`src/rtl/riscv_pkg.sv`:
```
// Types and constants shared by the fetch unit and the main controller.
// Opcode constants live here so both sides decode HALT/JAL/JALR identically.
package riscv_pkg;

  typedef enum logic [1:0] {
    S_REQ  = 2'd0,
    S_WAIT = 2'd1,
    S_HOLD = 2'd2,
    S_HALT = 2'd3
  } fetch_state_t;

  localparam logic [31:0] INST_NOP = 32'h00000013;  // addi x0, x0, 0

  localparam logic [6:0] OP_JAL  = 7'b1101111;
  localparam logic [6:0] OP_JALR = 7'b1100111;
  localparam logic [6:0] OP_HALT = 7'b1110011;

  function automatic logic [6:0] opcode_of(input logic [31:0] word);
    return word[6:0];
  endfunction

endpackage

```
`src/rtl/fetch_perf_counters.sv`:
```
// Saturating fetch/stall event counters; only built when FETCH_PERF_EN is defined.
module fetch_perf_counters (
  input  logic        clk,
  input  logic        reset,
  input  logic        fetch_inc,
  input  logic        stall_inc,
  output logic [31:0] perf_fetched,
  output logic [31:0] perf_stall
);

  always_ff @(posedge clk or posedge reset) begin
    if (reset) begin
      perf_fetched <= '0;
      perf_stall   <= '0;
    end else begin
      if (fetch_inc && (perf_fetched != '1)) perf_fetched <= perf_fetched + 32'd1;
      if (stall_inc && (perf_stall != '1))   perf_stall   <= perf_stall + 32'd1;
    end
  end

endmodule

```
`src/rtl/fetch_unit.sv`:
```
// PC owner and single-outstanding instruction fetcher feeding decode.
// Optional perf counters are added when FETCH_PERF_EN is defined.
module fetch_unit
  import riscv_pkg::*;
#(
  parameter int              PC_W     = 32,
  parameter logic [PC_W-1:0] RESET_PC = '0
) (
  input  logic            clk,
  input  logic            reset,
  output logic            imem_req_valid,
  input  logic            imem_req_ready,
  output logic [PC_W-1:0] imem_addr,
  input  logic            imem_rsp_valid,
  input  logic [31:0]     imem_rsp_data,
  output logic            inst_valid,
  input  logic            inst_ready,
  output logic [31:0]     inst,
  output logic [PC_W-1:0] pc,
  output logic [PC_W-1:0] pc_plus4,
  input  logic            redirect_valid,
  input  logic [PC_W-1:0] redirect_target,
  input  logic            halt
`ifdef FETCH_PERF_EN
  ,
  output logic [31:0]     perf_fetched,
  output logic [31:0]     perf_stall
`endif
);

  fetch_state_t    state, state_next;
  logic [PC_W-1:0] pc_q, pc_next;
  logic [31:0]     inst_q;
  logic            take;

  assign take = (state == S_HOLD) && inst_ready;

  always_ff @(posedge clk or posedge reset) begin
    if (reset) state <= S_REQ;
    else       state <= state_next;
  end

  always_comb begin
    state_next = state;
    case (state)
      S_REQ:   if (imem_req_ready) state_next = S_WAIT;
      S_WAIT:  if (imem_rsp_valid) state_next = S_HOLD;
      S_HOLD:  if (inst_ready)     state_next = halt ? S_HALT : S_REQ;
      default: state_next = S_HALT;
    endcase
  end

  always_comb begin
    imem_req_valid = (state == S_REQ);
    inst_valid     = (state == S_HOLD);
  end

  // Redirect targets are forced word-aligned; halt freezes the PC.
  always_comb begin
    pc_next = pc_q;
    if (take && !halt) begin
      if (redirect_valid) pc_next = redirect_target & ~PC_W'(3);
      else                pc_next = pc_q + PC_W'(4);
    end
  end

  // inst returns to NOP on hand-off so it reads NOP whenever inst_valid is low.
  always_ff @(posedge clk or posedge reset) begin
    if (reset) begin
      pc_q   <= RESET_PC;
      inst_q <= INST_NOP;
    end else begin
      pc_q <= pc_next;
      if ((state == S_WAIT) && imem_rsp_valid) inst_q <= imem_rsp_data;
      else if (take)                            inst_q <= INST_NOP;
    end
  end

  assign pc        = pc_q;
  assign imem_addr = pc_q;
  assign pc_plus4  = pc_q + PC_W'(4);
  assign inst      = inst_q;

`ifdef FETCH_PERF_EN
  fetch_perf_counters u_perf (
    .clk          (clk),
    .reset        (reset),
    .fetch_inc    (take),
    .stall_inc    ((state == S_REQ) || (state == S_WAIT)),
    .perf_fetched (perf_fetched),
    .perf_stall   (perf_stall)
  );
`endif

endmodule

```
`config.mk`:
```
export PLATFORM = sky130hd
export DESIGN_NAME = fetch_unit
export DESIGN_NICKNAME = d
export VERILOG_FILES = /design/src/rtl/riscv_pkg.sv /design/src/rtl/fetch_perf_counters.sv /design/src/rtl/fetch_unit.sv
export SDC_FILE = /design/constraint.sdc
export NUM_CORES = 1
export LEC_CHECK = 0
export CORE_ASPECT_RATIO = 1.1
export CORE_MARGIN = 4
export CORE_UTILIZATION = 45
export CTS_BUF_LIST = sky130_fd_sc_hd__clkbuf_8
export CTS_CLUSTER_SIZE = 16
export DETAILED_ROUTE_END_ITERATION = 16
export PLACE_DENSITY = 0.89
export SETUP_SLACK_MARGIN = 0.5
export SKIP_CTS_REPAIR_TIMING = 1
export SYNTH_ARGS = -nofsm -noshare
export SYNTH_HDL_FRONTEND = slang
export SYNTH_SLANG_ARGS = --single-unit
```
`constraint.sdc`:
```
create_clock -name clk -period 6.4 [get_ports clk]
set_input_delay 0.96 -clock clk [delete_from_list [all_inputs] [get_ports clk]]
set_output_delay 0.96 -clock clk [all_outputs]
set_load 0.02 [all_outputs]
```
=== Yosys cells after proc, flatten, opt, wreduce, memory -nomap -nowiden ===
Cells that the tools add are included.
Widths: inputs -> output; s select.

* Add/sub/neg operators: 1
* Eq/ne operators: 5
* Multiplexer cells: 8
* Reductions and logical operators: 7

{| class="wikitable"
|+ Operators with widths
! kind !! number
|-
| $mux 32 || 3
|-
| $add 32x3->32 const B || 1
|-
| $mux 2 || 4
|-
| $pmux 2 s3 || 1
|-
| $ne 2x1->1 const B || 2
|-
| $logic_and 1x1->1 || 3
|-
| $reduce_and 3->1 || 1
|-
| $eq 2x1->1 const B || 1
|-
| $eq 2x2->1 const B || 1
|-
| $logic_not 2->1 || 1
|-
| $ne 2x2->1 const B || 1
|-
| $reduce_bool 2->1 || 1
|-
| $logic_not 1->1 || 1
|}

* Flip-flop bits (word level): 66
* Bits of input ports: 71

=== Depth between registers and ports, before layout ===
* Depth after elaboration: 4
* Mapped depth: 7
* Depth with buffers taken out: 5

=== Worst setup path after synthesis ===
No wires, ideal clock.

* Kind: reg-to-output
* From: register pc_q[2] (netlist: imem_addr[2])
* To: output pc_plus4[24]
* Arrival time: 2.357 ns
* Required time: 5.440 ns
* Path slack: 3.083 ns
* Stages on the path, launching flop included: 7
* Path buffers: 1
* Path through: dfrtp_1 -> ha_1 -> nand3_2 -> or4_1 -> buf_2 -> or2_2 -> xnor2_1

* Cells in the longest elaborated chain, start to end: 1

{| class="wikitable"
|+ RTL lines
! element !! RTL line !! text
|-
| start: declaration || fetch_unit.sv:32 || <nowiki>logic [PC_W-1:0] pc_q, pc_next;</nowiki>
|-
| start signal: assignment || fetch_unit.sv:73 || <nowiki>pc_q <= pc_next;</nowiki>
|-
| $add 32x3->32 || fetch_unit.sv:81 || <nowiki>assign pc_plus4 = pc_q + PC_W'(4);</nowiki>
|-
| end: declaration || fetch_unit.sv:20 || <nowiki>output logic [PC_W-1:0] pc_plus4,</nowiki>
|}

Every way passes these cells.

=== Worst setup path after layout ===
* From: register pc_q[5] (netlist: imem_addr[5])
* To: output pc_plus4[27]

Same word-level chain as after synthesis.

==> impl_results.md <==
- Outcome: finished, final reports clean
- Share of the synthesized area in the top cell type: 0.390
- Max Cap Viol: 0
- # DRC: 0
- Gr ovfl total: 0
- ANT cells: 0
- Router iterations before antenna repair: 4
- Finished Layout Cells: 685
- Setup violators final: 0
- Worst setup EP type: output pin
- Data required time of the worst path: 5.44 ns
- Filler cells: 618
- Hold depth: 1
- Post-layout instance area: 5830 um^2
- Fin Clk Skew: 0.0159 ns
- Die width: 97.0 um
- Rel. slew slack: 0.161
- Share of cells above drive strength 1: 0.0610
- Post-Place Cell Area: 5630 um^2
- Clk root buf: clkbuf_8
- Die height: 106 um
- Vias per inst: 5.75
- Routed Antenna Nets: 0
- Mapped Area: 3920 um^2
- CP Max Fanout: 14
- Largest net degree at the start of global routing: 71
- Yosys warns: 0
- DR vias: 3939
- Layout area overhead: 48.8%
- CTS Buf Count: 9
- Pwr dens: 365 nW/um^2
- Yosys top cell by area: dfrtp_1
- R2R cell count: 5
- Core Util, Final: 0.690
- Per-cell routed wire length: 17.7 um
- PortBufs: 192
- Number of global-route vias before repair: 3926
- Post-Route WL: 12100 um
- H-tree levels: 3
- RSZ-0062 raised after global routing: false
- Post-synth EDFFs: 0
- Initial Util: 0.464
- Final TNS setup: 0 ns
- Sequential element share of the synthesized area: 0.410
- Area contributors post-synth: dfrtp_1 39%, buf_4 7.1%, a22o_1 6.5%
- Total power: 2.13 mW
- Leakage power: 2.36 nW
- Mapped Avg Cell Area: 9.09 um^2
- Placed Cells incl. Taps: 669
- Worst-margin pin slew: 1.26 ns
- Sink Count: 64
- Tot GR Track Use: 0.232
- Hold crit path type: register to register
- Worst EP arrival: 3.37 ns
- Max clock buf depth: 2
- CP Launch Type: register
- Die ar.: 10300 um^2
- Post-synth cell types: 49
- Final min period: 4.33 ns
- Synth Flop Type: dfrtp_1
- Row count: 35
- Num ports: 201
- Multi-input gate area: 1880 um^2
- CTS clk-pin slew, worst paths: 0.07 ns
- Mapped Cells: 431
- Initial antenna violation count: 0
- FF+latch count, synth: 64
- Period Utilization, post-route: 0.677
- GP Congestion: 0.833
- Fmax: 231 MHz
- First-pass GRT wire length: 19700 um
- Crit Path Class: register to output pin
- Worst skew pair latency: 0.34 ns
- Fin. Hold Viols: 0
- Ys async rst share: 1.00
- Drt initial violations: 194
- DP Wirelength: 8680 um
- Core box area: 8450 um^2
- Worst vdd ir: 0.254 mV
- TritonCTS clock tree: done
- Nets: 641
- Storage cell area: 1610 um^2
- Slew Viols, Final: 0
[routing by layer]
layer | wire length [um] | global-route usage
met4 | 337 | 0.0953
met1 | 4670 | 0.276
met3 | 1310 | 0.0867
met2 | 5820 | 0.377
met5 | 0 | 0
[cells in the mapped netlist (5+ instances only)]
cell and instances:
a21oi_1 15, nand3_1 27, a22oi_1 7, a31oi_1 7, o211ai_1 10, xnor2_1 18, xor2_1 9, mux2i_1 5
buf_2 5, buf_4 37, nor3_1 20, dfrtp_1 61, and3_1 11, nand2_1 16, a22o_1 29, nand4_1 9
inv_1 16, o21ai_0 18, o2bb2ai_1 7, clkbuf_1 28, nor2_1 19
[final cells by class]
class,instances,area share
clock buffers,9,0.0212
multi-input cells,283,0.323
inverters,16,0.0103
flip-flops and latches,64,0.275
well taps,111,0.0238
repair buffers,195,0.333
clock inverters,7,0.0137
[worst max-delay path: stages, from the launching register on]
cell and delay, ns:
dfrtp_1 0.54, nand4_2 0.37, nor4_2 0.98, nand3_1 0.29
xnor2_1 0.23, clkdlybuf4s50_1 0.64
[stage by stage]
| stage | worst slack, ns | hold WS (ns) |
|---|---|---|
| 2_1_floorplan | 3.08 | 0.546 |
| 3_3_place_gp | 2.47 | 0.482 |
| 3_5_place_dp | 2.45 | 0.484 |
| 4_1_cts | 2.08 | 0.508 |
| 5_1_grt | 1.81 | 0.528 |
| 6_report | 2.07 | 0.506 |
[where the power goes]
part | leakage, nW | switching (mW) | internal (mW) | total, mW
clock | 0.102 | 0.178 | 0.185 | 0.362
sequential | 0.759 | 0.165 | 0.539 | 0.704
combinational | 1.50 | 0.522 | 0.542 | 1.06
total | 2.36 | 0.865 | 1.26 | 2.13
[cells in the final DEF, fill, tap and decap left out, types with 15 or more instances in the layout]
cell type	synthesis	routed
clkdlybuf4s50_1	0	191
dfrtp_1	61	61
a22o_1	29	29
nand3_1	27	27
nor3_1	20	20
nor2_1	19	19
o21ai_0	18	18
xnor2_1	18	18
nand2_1	16	16
inv_1	16	15
[registers in the layout, indices dropped and copies added (netlist names)]
signal	count
imem_addr	30
inst	32
state	2
[final timing paths]
kind,startpoint,endpoint,slack [ns]
max in group asynchronous,reset,imem_addr[27],4.64
worst max register to register,imem_addr[2],imem_addr[30],3.83
min in group asynchronous,reset,imem_addr[29],1.18
worst max-delay path,imem_addr[5],pc_plus4[27],2.07
worst min register to register,inst[9],inst[9],0.51
worst min-delay path,inst[9],inst[9],0.51
[cells by family after synthesis]
family	Yosys count	synth area share
other cells	1	0.000957
mux	5	0.0128
buf+inv	89	0.122
compound gates	113	0.210
flops	64	0.410
xor+xnor	27	0.0603
fa+ha+maj	1	0.00319
simple gates	131	0.181
No activity file was read; power rests on OpenSTA's default activity.
